[src/rtl/relu_result_collector_if.sv]
// Handshake bundle between a ReLU cell, the collector and the next layer.
// The collector sits on the slave side; producer/consumer on master.
interface relu_result_collector_if #(
  parameter int DATA_WIDTH = 32
);
  logic [DATA_WIDTH-1:0] input_index;
  logic [DATA_WIDTH-1:0] input_value;
  logic                  input_enable;
  logic [DATA_WIDTH:0]   output_result;
  logic                  output_ready;

  modport master (
    output input_index,
    output input_value,
    output input_enable,
    output output_ready,
    input  output_result
  );

  modport slave (
    input  input_index,
    input  input_value,
    input  input_enable,
    input  output_ready,
    output output_result
  );
endinterface

[src/rtl/relu_result_collector.sv]
// Regroups ReLU samples into double-buffered activation vectors.
// Optional index checking enabled by RELU_COLLECTOR_INDEX_CHECK_EN.
module relu_result_collector #(
  parameter int DATA_WIDTH    = 32,
  parameter int WEIGHT_AMOUNT = 2
) (
  input  logic                   clk,
  input  logic                   rst_n,
  relu_result_collector_if.slave bus,
  output logic                   overflow,
  output logic                   index_error
);
  localparam int CW =
    (WEIGHT_AMOUNT > 1) ? $clog2(WEIGHT_AMOUNT) : 1;
  localparam logic [CW-1:0] LAST = CW'(WEIGHT_AMOUNT - 1);

  logic [DATA_WIDTH-1:0] r_bank [2][WEIGHT_AMOUNT];
  logic [1:0]            r_full;
  logic                  r_wr_bank;
  logic                  r_rd_bank;
  logic [CW-1:0]         r_wr_cnt;
  logic [CW-1:0]         r_rd_cnt;
  logic                  r_overflow;
  logic                  r_index_error;

  logic                  w_wr_acc;
  logic                  w_wr_done;
  logic                  w_drop;
  logic                  w_valid;
  logic                  w_xfer;
  logic                  w_rd_done;
  logic                  w_idx_err;
  logic [1:0]            w_full_nxt;

  assign w_wr_acc  = bus.input_enable && !r_full[r_wr_bank];
  assign w_drop    = bus.input_enable && r_full[r_wr_bank];
  assign w_wr_done = w_wr_acc && (r_wr_cnt == LAST);
  assign w_valid   = r_full[r_rd_bank];
  assign w_xfer    = w_valid && bus.output_ready;
  assign w_rd_done = w_xfer && (r_rd_cnt == LAST);

`ifdef RELU_COLLECTOR_INDEX_CHECK_EN
  assign w_idx_err = w_wr_acc &&
    (bus.input_index != DATA_WIDTH'(r_wr_cnt));
`else
  logic w_unused_idx;
  assign w_unused_idx = ^bus.input_index;
  assign w_idx_err    = 1'b0;
`endif

  // Write completion and read completion never target the same bank
  always_comb begin
    w_full_nxt = r_full;
    if (w_wr_done) w_full_nxt[r_wr_bank] = 1'b1;
    if (w_rd_done) w_full_nxt[r_rd_bank] = 1'b0;
  end

  always_ff @(posedge clk or negedge rst_n) begin
    if (!rst_n) begin
      r_full        <= '0;
      r_wr_bank     <= 1'b0;
      r_rd_bank     <= 1'b0;
      r_wr_cnt      <= '0;
      r_rd_cnt      <= '0;
      r_overflow    <= 1'b0;
      r_index_error <= 1'b0;
    end else begin
      r_full <= w_full_nxt;
      if (w_wr_acc) begin
        if (w_wr_done) begin
          r_wr_cnt  <= '0;
          r_wr_bank <= ~r_wr_bank;
        end else begin
          r_wr_cnt  <= r_wr_cnt + 1'b1;
        end
      end
      if (w_xfer) begin
        if (w_rd_done) begin
          r_rd_cnt  <= '0;
          r_rd_bank <= ~r_rd_bank;
        end else begin
          r_rd_cnt  <= r_rd_cnt + 1'b1;
        end
      end
      if (w_drop)    r_overflow    <= 1'b1;
      if (w_idx_err) r_index_error <= 1'b1;
    end
  end

  always_ff @(posedge clk or negedge rst_n) begin
    if (!rst_n) begin
      for (int b = 0; b < 2; b++)
        for (int e = 0; e < WEIGHT_AMOUNT; e++)
          r_bank[b][e] <= '0;
    end else if (w_wr_acc) begin
      r_bank[r_wr_bank][r_wr_cnt] <= bus.input_value;
    end
  end

  assign bus.output_result = w_valid ?
    {1'b1, r_bank[r_rd_bank][r_rd_cnt]} : '0;
  assign overflow    = r_overflow;
  assign index_error = r_index_error;
endmodule

[src/flat_wrapper.sv]
// flat-port wrapper written by rule: the top's interface ports become plain ports
module relu_result_collector_flat 
#(
  parameter int DATA_WIDTH    = 32,
  parameter int WEIGHT_AMOUNT = 2
)
  (clk, rst_n, overflow, index_error, bus_input_index, bus_input_value, bus_input_enable, bus_output_ready, bus_output_result);
  relu_result_collector_if #(.DATA_WIDTH(DATA_WIDTH)) bus_i ();
  input  logic clk;
  input  logic rst_n;
  output logic overflow;
  output logic index_error;
  input wire logic [$bits(bus_i.input_index)-1:0] bus_input_index;
  input wire logic [$bits(bus_i.input_value)-1:0] bus_input_value;
  input wire logic [$bits(bus_i.input_enable)-1:0] bus_input_enable;
  input wire logic [$bits(bus_i.output_ready)-1:0] bus_output_ready;
  output wire logic [$bits(bus_i.output_result)-1:0] bus_output_result;
  assign bus_i.input_index = bus_input_index;
  assign bus_i.input_value = bus_input_value;
  assign bus_i.input_enable = bus_input_enable;
  assign bus_i.output_ready = bus_output_ready;
  assign bus_output_result = bus_i.output_result;
  relu_result_collector #(.DATA_WIDTH(DATA_WIDTH), .WEIGHT_AMOUNT(WEIGHT_AMOUNT)) u_core (.clk(clk), .rst_n(rst_n), .bus(bus_i), .overflow(overflow), .index_error(index_error));
endmodule
[config.mk]
export PLATFORM = sky130hd
export DESIGN_NAME = relu_result_collector_flat
export DESIGN_NICKNAME = d
export VERILOG_FILES = /design/src/rtl/relu_result_collector_if.sv /design/src/rtl/relu_result_collector.sv /design/src/flat_wrapper.sv
export SDC_FILE = /design/constraint.sdc
export NUM_CORES = 1
export LEC_CHECK = 0
export BUFFER_PORTS_ARGS = -buffer_cell sky130_fd_sc_hd__buf_2
export CAP_MARGIN = 5
export CORE_MARGIN = 2
export CORE_UTILIZATION = 38
export DETAILED_ROUTE_END_ITERATION = 12
export GPL_ROUTABILITY_DRIVEN = 0
export GPL_TIMING_DRIVEN = 1
export SYNTH_ARGS = -nofsm -noshare
export SYNTH_HDL_FRONTEND = slang
export SYNTH_SLANG_ARGS = --single-unit
[constraint.sdc]
create_clock -name clk -period 3.8 [get_ports clk]
set_clock_uncertainty 0.1 [all_clocks]
set_input_delay 0.38 -clock clk [delete_from_list [all_inputs] [get_ports clk]]
set_output_delay 0.38 -clock clk [all_outputs]
set_load 0.05 [all_outputs]
==> results of run 1 <==
## synthesized netlist by cell type, types with 2 or more instances
library cell	number
sky130_fd_sc_hd__dfrtp_1	135
sky130_fd_sc_hd__and2_1	32
sky130_fd_sc_hd__mux2_4	30
sky130_fd_sc_hd__nand2_1	5
sky130_fd_sc_hd__o21ai_0	2
sky130_fd_sc_hd__mux2_1	8
sky130_fd_sc_hd__mux2_2	92
sky130_fd_sc_hd__buf_4	5
sky130_fd_sc_hd__buf_6	9
sky130_fd_sc_hd__clkbuf_1	5
sky130_fd_sc_hd__mux4_2	32
sky130_fd_sc_hd__nand2b_1	2
sky130_fd_sc_hd__buf_2	6
## worst paths after layout
path	start	to	slack [ps]	depth (start not counted)
worst max-delay path	u_core.r_rd_cnt	bus_output_result[2]	1100	3
worst min-delay path	bus_input_value[0]	u_core.r_bank[32]	130	2
worst max register to register	u_core.r_wr_bank	u_core.r_bank[40]	1540	3
worst min register to register	u_core.overflow	u_core.overflow	380	1
max in group asynchronous	rst_n	u_core.r_bank[73]	2180	3
min in group asynchronous	rst_n	u_core.r_bank[38]	510	2
## critical path, cell delays in order, from the launching register on
cell	delay, ps
sky130_fd_sc_hd__dfrtp_2	990
sky130_fd_sc_hd__mux4_2	400
sky130_fd_sc_hd__and2_1	200
sky130_fd_sc_hd__buf_2	220
## cells by family after synthesis
kind of cell,synth area share
mux,0.369
flops,0.542
simple gates,0.0490
xor+xnor,0.00281
buf+inv,0.0313
compound gates,0.00542
other cells,0.000602
## timing repair
action                                  CTS  global route
hold buffers                              1             0
endpoints found under the setup margin    0             0
endpoints found under the hold margin    83             0
## power breakdown
group,leakage (nW),internal (mW),total (mW),switching (mW)
Combinational,1.36,1.63,3.33,1.71
Clock,0.285,1.02,1.60,0.582
Sequential,1.61,2.17,2.63,0.466
## per-stage QoR
| step | area (µm²) | instances |
|---|---|---|
| after floorplan | 6230 | 377 |
| after global routing | 7360 | 681 |
| final | 7360 | 682 |
| after CTS | 7360 | 681 |
| after global placement | 6750 | 648 |
| after detailed placement | 6750 | 648 |
## state kept, by name, indices dropped and copies added (netlist names)
signal,cells
u_core.r_wr_bank,1
u_core.r_wr_cnt,1
u_core.r_full,2
u_core.r_rd_bank,1
u_core.r_rd_cnt,1
u_core.overflow,1
u_core.r_bank,128
## cell type report
type	instances	share of cell area
Tap cell	216	0.0367
Antenna cell	1	0.000340
Multi-Input combinational cell	215	0.361
Clock buffer	26	0.0719
Timing Repair Buffer	82	0.0614
Inverter	1	0.000510
Clock inverter	6	0.00850
Sequential cell	135	0.459
## layer usage
metal / track usage / wire (µm) / vias up
met5: 0 / 13 / -
met4: 0.0453 / 144 / 2
met3: 0.0461 / 570 / 15
met2: 0.248 / 6250 / 66
met1: 0.203 / 5480 / 1824
li1: - / - / 1517
==> metrics list, run 1 <==
- The initialized floorplan defines 46 standard-cell rows.
- The core region is 15900 µm².
- Across all setup checks in the final design, the least slack found is 1100 ps.
- Crit path launch type: register
- Category of the worst setup path capture point: primary output
- Run status: completed
- In this run the tool buffered the top-level ports with 69 buffer cells.
- For this run, the register share of the synthesized area comes to 0.542.
* Tightest hold margin: 135 ps
- Category of the critical setup timing path: reg2out
- Final count of hold timing violations: 0
* Via density per instance: 5.02
* Top flip-flop cell by instance count after synthesis: sky130_fd_sc_hd__dfrtp_1
- RSZ-0062 raised after global routing: false
- From left edge to right edge, the die measures 132 µm.
- Counting flops with a built-in enable in the synthesized netlist gives 0.
- Boundary Pins: 103
* FF+latch area: 3380 µm²
* Average footprint of a synthesized cell: 16.5 µm²
- Syn nets: 445
- Final setup viols: 0
- Total routing usage reported by global routing: 0.154
* Die span in y: 132 µm
- For this run, the number of Yosys warnings is 0.
* Cells after Synth: 377
- For the worst-skew pair, the clock arrives at the later sink with an insertion delay of 410 ps.
- The library cell used most frequently in the layout, excluding fill and tap cells, is sky130_fd_sc_hd__dfrtp_1.
- The initial utilization of the core area, before any placement, comes to 0.391.
- Master cell of the clock root buffer: sky130_fd_sc_hd__clkbuf_16
* Resized cells post-CTS: 0
* Area contributors post-synth: sky130_fd_sc_hd__dfrtp_1, sky130_fd_sc_hd__mux2_2, sky130_fd_sc_hd__mux4_2
* DIE AREA: 17400 µm²
* Leakage power total: 3.25 nW
- The via count of the first global-routing pass came to 3755.
- Clock-pin slew was measured on the worst setup and hold paths at 60 ps.
- Filler cells: 1455
- Static timing analysis puts the maximum clock frequency at 370 MHz.
- Number of buffers created by CTS: 17
- The tool flagged a number of max-cap violations equal to 0.
- For this run the aggregate overflow at the end of global routing stands at 0.
- Commonest non-fill, non-tap cells in the layout: sky130_fd_sc_hd__dfrtp_1, sky130_fd_sc_hd__mux2_2, sky130_fd_sc_hd__buf_2
- Layout Nets: 520
* Max-slew violations: 0
- For this block, the initial DRC count from the detailed router was 144.
* Count of state elements after synthesis: 135
- Of the cells placed in the final design, the portion with a size suffix greater than 1 is 0.587.
* Power density relative to cell area: 1030 nW/µm²
* Combined area of the multi-input logic cells: 2660 µm²
- The first global-routing pass estimated 20700 µm of wire.
* Routed via count: 3424
- Dpl ws: 1510 ps
* Crit share post-route: 0.711
* Detailed-route wire length per cell: 18.3 µm
* Area share of the leading cell type in the synthesized netlist: 0.542
* PnR Total Power: 7.57 mW
- Post-route DRC violation count: 0
* Worst slew slack as a fraction of its limit: 0.369
- Detailed placement ended at an HPWL of 7620 µm.
- For this run, asynchronously set or reset flops after synthesis account for 1.00.
- After layout, the minimum clock period comes to 2700 ps.
- Number of buffers added for setup after CTS: 0
- Hold WC Path Type: in2reg
- Max H-tree Level: 4
* Yosys top cell by area: sky130_fd_sc_hd__dfrtp_1
* Total detailed-routing wirelength: 12500 µm
* P&R area growth vs syn: 18.1%
- Data on the critical path is required at its endpoint by 3320 ps.
* Fin util: 0.462
* Pre-antenna DRT Iters: 4
- The initial antenna violation count came to 2.
- Critical path fanouts, max: 34
- Post-route ant nets: 0
- Slew @ Worst Pin: 947 ps
- Entering global routing, the biggest net connects 86 pins.
- Clock tree synthesis found a total of 135 sinks.
- Critical path arrival: 2220 ps
* CTS tree: yes
- Library cells used by synthesis: 27
- Maximum buffer depth of the clock tree: 2
- The cell area that synthesis handed to floorplanning was 6230 µm².
- Total negative setup slack: 0 ps
- VDD sags by at most 0.597 mV.
(Power assumes the default switching activity.)
==> run 2: changes to the inputs <==
Settings changed: ABC_AREA from default to 1.
Clock period 3.8 ns to 2.28 ns, I/O delays scaled along.
==> run 2 against run 1 <==
  * Combinational power up 120%
  * Utilization up 1.4 points
  * Sequential cell count unchanged
  * Wire length up 64%
  * Setup slack worse by 1000 ps
  * Hold slack worse by 120 ps
  * Cell area up 16%
  * Via count up 91%
  * Die area up 11%
  * Cell count up 87%
  * Clock power up 68%
  * Largest cell class unchanged
==> metrics list, run 2 <==
- After detailed routing, the average wire length per cell comes to 16.0 µm.
- The finished layout holds 1274 standard cells, fillers aside.
* Max-cap violations: 0
- The tree is rooted in a sky130_fd_sc_hd__clkbuf_16.
* Most common library cell in the layout ignoring fill and taps: sky130_fd_sc_hd__nand2_1
* Rows: 49
- Pin count of the biggest net entering global routing: 70
* Global-route wire length before repair: 33000 µm
* Critical path fanouts, max: 16
- The worst setup path is launched from a register.
- Startpoint of the most critical setup path: u_core.r_rd_bank
* Vias in the first global route: 6034
- Including well taps, the total number of placed cells is 1216.
* Number of input and output port buffers inserted: 69
* Average footprint of a synthesized cell: 7.22 µm²
- IR analysis of the VDD net gives a maximum drop of 0.868 mV.
- Together, buffers and inverters on the worst path number 4.
- Layout Nets: 1101
* Clock input transition at the sequential cells of the worst setup and hold paths: 60 ps
- Chip width: 139 µm
* Category of the critical setup timing path: reg2out
- Of the post-synthesis cell area, the dominant cell type holds 0.486.
- Counting I/O delays and the setup requirement, the final critical path takes 2210 ps.
* Pre-antenna DRT Iters: 4
* Crit share post-route: 0.971
* Yosys top cell by area: sky130_fd_sc_hd__dfrtp_1
- Top flip-flop cell by instance count after synthesis: sky130_fd_sc_hd__dfrtp_1
* Required time reported for the critical path endpoint: 1950 ps
- Number of warnings printed during yosys synthesis: 0
- Via density per instance: 5.13
- Slew @ Worst Pin: 501 ps
- The synthesized design contains 0 enable-type register cells.
* Boundary Pins: 103
* Hold WC Path Type: in2reg
* Final setup viols: 0
- Reg-to-Reg Start: u_core.r_wr_bank
- The register with the most flip-flops in the layout has 128 of them.
- Setup repair after global routing could not meet its margin everywhere.
- Max stage delay on crit path: 440 ps
- In the global route stage, overall resource usage came out at 0.215.
- Post-route ant nets: 0
- Setup slack closes at 65.4 ps.
* CTS tree: yes
- Leakage power total: 4.60 nW
* First-iteration detailed-routing DRC count: 525
* P&R area growth vs syn: 22.8%
- Total detailed-routing wirelength: 20400 µm
- The share of the Yosys chip area taken by registers is 0.486.
- Critical Path Slowest Stage Cell: sky130_fd_sc_hd__dfrtp_2
- Commonest non-fill, non-tap cells in the layout: sky130_fd_sc_hd__nand2_1, sky130_fd_sc_hd__dfrtp_1, sky130_fd_sc_hd__nand4_1
- Max H-tree Level: 4
- The cell family contributing the most delay on the critical path is buffers and inverters.
- The repair_antennas step left the layout with diodes totalling 0.
* Category of the worst setup path capture point: primary output
- The floorplan step defined a die boundary enclosing 19400 µm².
- Maximum buffer depth of the clock tree: 2
* Library cells used by synthesis: 16
- The number of nets in the synthesized netlist is 1031.
* Global route total overflow: 0
* Starting density of the core: 0.387
- Sorting the synthesized cells by how often they occur yields sky130_fd_sc_hd__nand2_1, sky130_fd_sc_hd__dfrtp_1, sky130_fd_sc_hd__nand4_1.
- Number of clock sinks seen by CTS: 135
- Count of state elements after synthesis: 135
- Of the cells placed in the final design, the portion with a size suffix greater than 1 is 0.146.
- Async set-or-reset flop fraction in the synthesized netlist: 1.00
* Final count of hold timing violations: 0
- Prior to clock tree synthesis, the placed netlist has a worst setup slack of 376 ps.
- The HPWL after detailed placement is 11600 µm.
- Cells after Synth: 963
- The most common cell in the synthesized netlist is sky130_fd_sc_hd__nand2_1.
- Critical path arrival: 1890 ps
* Worst hold start: bus_input_value[9]
- Run status: completed
- Dominant cell type by count on the critical path: sky130_fd_sc_hd__buf_4
- The clock reaches the later pin of the worst-skew pair after 420 ps.
* Filler cells: 1828
- Area contributors post-synth: sky130_fd_sc_hd__dfrtp_1, sky130_fd_sc_hd__nand2_1, sky130_fd_sc_hd__nand4_1
- Worst slew slack as a fraction of its limit: 0.666
- Post-route DRC violation count: 0
- Maximum operating frequency: 452 MHz
- Largest regs: u_core.r_bank: 128 flops, u_core.r_full: 2 flops
- The register with the most flip-flops in the final layout is u_core.r_bank.
* Number of buffers created by CTS: 17
- From bottom edge to top edge, the die measures 139 µm.
* Ordered list of cells on the worst path: inv_2, nand2_1, nand2_2, inv_1, buf_4, a21oi_1, buf_4
- Floorplan core area: 18000 µm²
* PnR Total Power: 14.1 mW
- Cell area after synthesis: 6960 µm²
* Number of antenna violations at the first check in global routing: 0
- Routed via count: 6531
- Max-slew violations: 0
- Power spread over the standard cell area amounts to 1650 nW/µm².
- FF+latch area: 3380 µm²
- Summing all multi-input logic gate instances after layout gives 3010 µm².
run 2: final timing paths:
check	endpoint	slack (ps)	cells past startpoint
max	bus_output_result[19]	70	7
min	u_core.r_bank[105]	10	3
max reg2reg	u_core.r_bank[115]	470	7
min reg2reg	u_core.r_bank[119]	370	2
max in group asynchronous	u_core.r_bank[97]	1230	3
min in group asynchronous	u_core.r_bank[41]	190	2
run 2: through the flow:
| step | util | area (µm²) | hold slack [ps] | TNS [ps] |
|---|---|---|---|---|
| after floorplan | - | 6960 | -168 | 0 |
| after global placement | 0.424 | 7610 | 59.5 | 0 |
| after detailed placement | 0.424 | 7610 | 62.3 | 0 |
| after CTS | 0.472 | 8480 | 0.0850 | -90.8 |
| after global routing | 0.476 | 8550 | 7.79 | -111 |
| final | 0.476 | 8550 | 11.0 | 0 |
run 2: routing by layer:
metal  GRT usage  part of all wire  wire length [µm]  vias up
met1       0.295              0.45              9230     3108
met2       0.351              0.48              9880      165
met4      0.0611             0.013               261        0
li1            -                 -                 -     3235
met5           0                 0                 0        -
met3      0.0399             0.050              1030       23
run 2: cell families after synthesis:
| logic type | count (synthesis) | share of synthesized area |
|---|---|---|
| flops | 135 | 0.486 |
| other cells | 1 | 0.000539 |
| simple gates | 637 | 0.398 |
| buf+inv | 154 | 0.0879 |
| compound gates | 35 | 0.0268 |
| xor+xnor | 1 | 0.00126 |
run 2: tightest hold or removal path, cell delays in order:
cell,delay [ps]
sky130_fd_sc_hd__buf_2,130
sky130_fd_sc_hd__nand4_1,90
sky130_fd_sc_hd__nand2_1,50
run 2: cell type report:
| type | count | share of cell area |
|---|---|---|
| Inverter | 74 | 0.0325 |
| Clock inverter | 12 | 0.0151 |
| Timing Repair Buffer | 131 | 0.119 |
| Sequential cell | 135 | 0.395 |
| Multi-Input combinational cell | 674 | 0.352 |
| Tap cell | 229 | 0.0335 |
| Clock buffer | 19 | 0.0518 |
run 2: timing repair:
action	CTS	global route
endpoints found under the hold margin	149	0
setup endpoints to repair	9	32
buffers inserted	0	0
gates resized for setup	7	34
hold buffers	27	0
gates cloned	0	0
pin swaps	0	0
run 2: power breakdown:
group          leakage, nW  total, mW  switching (mW)  internal [mW]
logic                 2.63       7.31            5.19           2.12
clock network        0.275       2.68            1.05           1.63
registers             1.69       4.10           0.598           3.50
total                 4.60       14.1            6.84           7.25
==> run 3: changes to the inputs <==
Settings changed: PLACE_DENSITY from default to 0.68.
==> run 3 against run 2 <==
  * Sequential cell count unchanged
  * Via count up 1.5%
  * Critical path depth unchanged
  * Non-clock buffer count down 7
  * Wire length down 2.2%
  * Die area unchanged
  * Critical path type unchanged
  * Critical endpoint is now bus_output_result[27]
  * Largest power group unchanged
  * Highest routed layer unchanged
==> metrics list, run 3 (synthesis results as in run 2) <==
* Total detailed-routing wirelength: 19900 µm
- Global route total overflow: 0
- After floorplanning, the core was divided into 49 placement rows.
* Max-slew violations: 0
* Critical path arrival: 1870 ps
- Vias in the first global route: 6045
- Die span in y: 139 µm
- Based on the critical path, the design can be clocked at up to 455 MHz.
* P&R area growth vs syn: 21.1%
* Leakage power total: 4.55 nW
* CTS tree: yes
- Time the worst path needs with I/O delays and setup: 2200 ps
* Number of antenna violations at the first check in global routing: 0
- Layout Nets: 1094
* Global-route wire length before repair: 32300 µm
- Overall power consumption after layout is estimated at 13.8 mW.
- Post-route DRC violation count: 0
- Tightest hold margin: 11.7 ps
- For the worst setup path, the data required time is 1950 ps.
* Maximum buffer depth of the clock tree: 2
- The final count of hold timing violations came to 0.
- In the final layout, the registers with the most flip-flops are u_core.r_bank: 128 flops, u_core.r_full: 2 flops.
- Metal3 WL: 1160 µm
- Floorplan core area: 18000 µm²
- Counting the buffers created by CTS gives 17.
* Clock latency reported for the late side of the worst-skew pair: 420 ps
- The worst setup path is launched from a register.
- Of the available clock period, the critical path in the final layout requires 0.963.
- Number of clock sinks seen by CTS: 135
- The pre-antenna-repair detailed-routing pass consisted of 5 iterations.
* Most common library cell in the layout ignoring fill and taps: sky130_fd_sc_hd__nand2_1
- Power density relative to cell area: 1640 nW/µm²
* Master cell of the clock root buffer: sky130_fd_sc_hd__clkbuf_16
* Fin util: 0.469
* Number of input and output port buffers inserted: 69
- In the final layout, the share of cells above drive strength 1 is 0.145.
- Entering global routing, the biggest net connects 58 pins.
- Hold WC Path Type: in2reg
- Antenna Cells: 0
- The run finished with clean final reports.
* Boundary Pins: 103
* Total routing usage reported by global routing: 0.206
- The HPWL after detailed placement is 11600 µm.
- Critical path fanouts, max: 17
- Max H-tree Level: 4
- Clock-pin slew was measured on the worst setup and hold paths at 60 ps.
- RSZ-0062 raised after global routing: true
- For this block, the initial DRC count from the detailed router was 610.
- Post-route ant nets: 0
- In the final timing run, aggregate negative setup slack is 0 ps.
* Via density per instance: 5.23
- The detailed router placed 6630 vias in this run.
- Category of the critical setup timing path: reg2out
* Chip width: 139 µm
- Starting density of the core: 0.387
* DIE AREA: 19400 µm²
- Largest reg by FF count: u_core.r_bank
- Top Metal Used: met4
* Number of flip-flops under the largest register name: 128
* Category of the worst setup path capture point: primary output
- Setup violations remaining at the end of the flow were counted as 0.
- Met2 WL: 9650 µm
- Detailed-route wire length per cell: 15.7 µm
* Max-cap violations: 0
- Commonest non-fill, non-tap cells in the layout: sky130_fd_sc_hd__nand2_1, sky130_fd_sc_hd__dfrtp_1, sky130_fd_sc_hd__nand4_1
- IR drop worst, VDD: 0.804 mV
- After detailed routing, the wire length on met1 is 8980 µm.
-- run 3: stage by stage --
step	setup slack, ps	instances	cell area, µm²
after global placement	371	1214	7590
after floorplan	97.3	963	6960
final	84.0	1267	8430
after detailed placement	367	1214	7590
after global routing	-18.2	1267	8430
after CTS	-2.88	1267	8380
-- run 3: cell type report --
type                            instances  area [µm²]
Sequential cell                       135        3380
Clock inverter                          9        52.6
Timing Repair Buffer                  124         940
Inverter                               74         278
Tap cell                              229         287
Clock buffer                           22         474
Fill cell                            1862        9540
Multi-Input combinational cell        674        3020
-- run 3: worst max-delay path: stages (launching register included) --
cell	delay (ps)
sky130_fd_sc_hd__dfrtp_2	430
sky130_fd_sc_hd__inv_2	100
sky130_fd_sc_hd__nand2_1	70
sky130_fd_sc_hd__nand2_2	120
sky130_fd_sc_hd__inv_1	70
sky130_fd_sc_hd__buf_4	230
sky130_fd_sc_hd__a21oi_2	200
sky130_fd_sc_hd__buf_4	230
-- run 3: power breakdown --
part           internal (mW)  leakage, nW  switching, mW  total [mW]
clock                   1.46        0.257           1.01        2.47
combinational           2.07         2.60           5.17        7.23
sequential              3.50         1.69          0.596        4.10
-- run 3: timing repair --
action	in CTS	in global routing
setup buffers	0	0
setup endpoints to repair	16	32
resized for setup	14	27
hold buffers	22	0
endpoints found under the hold margin	92	0
-- run 3: worst paths after layout --
check	start	endpoint	slack (ps)	cells after the start
setup / recovery	u_core.r_rd_bank	bus_output_result[27]	80	7
setup reg to reg	u_core.r_wr_cnt	u_core.r_bank[69]	480	6
max in group asynchronous	rst_n	u_core.r_bank[52]	1220	3
hold / removal	bus_input_value[5]	u_core.r_bank[101]	10	3
hold reg to reg	u_core.r_bank[46]	u_core.r_bank[46]	370	2
min in group asynchronous	rst_n	u_core.r_bank[38]	210	2
-- run 3: per-layer routing --
layer  global-route usage  up-vias
met4               0.0457        0
met3               0.0423       11
li1                     -     3236
met2                0.336      195
met5                    0        -
met1                0.286     3188
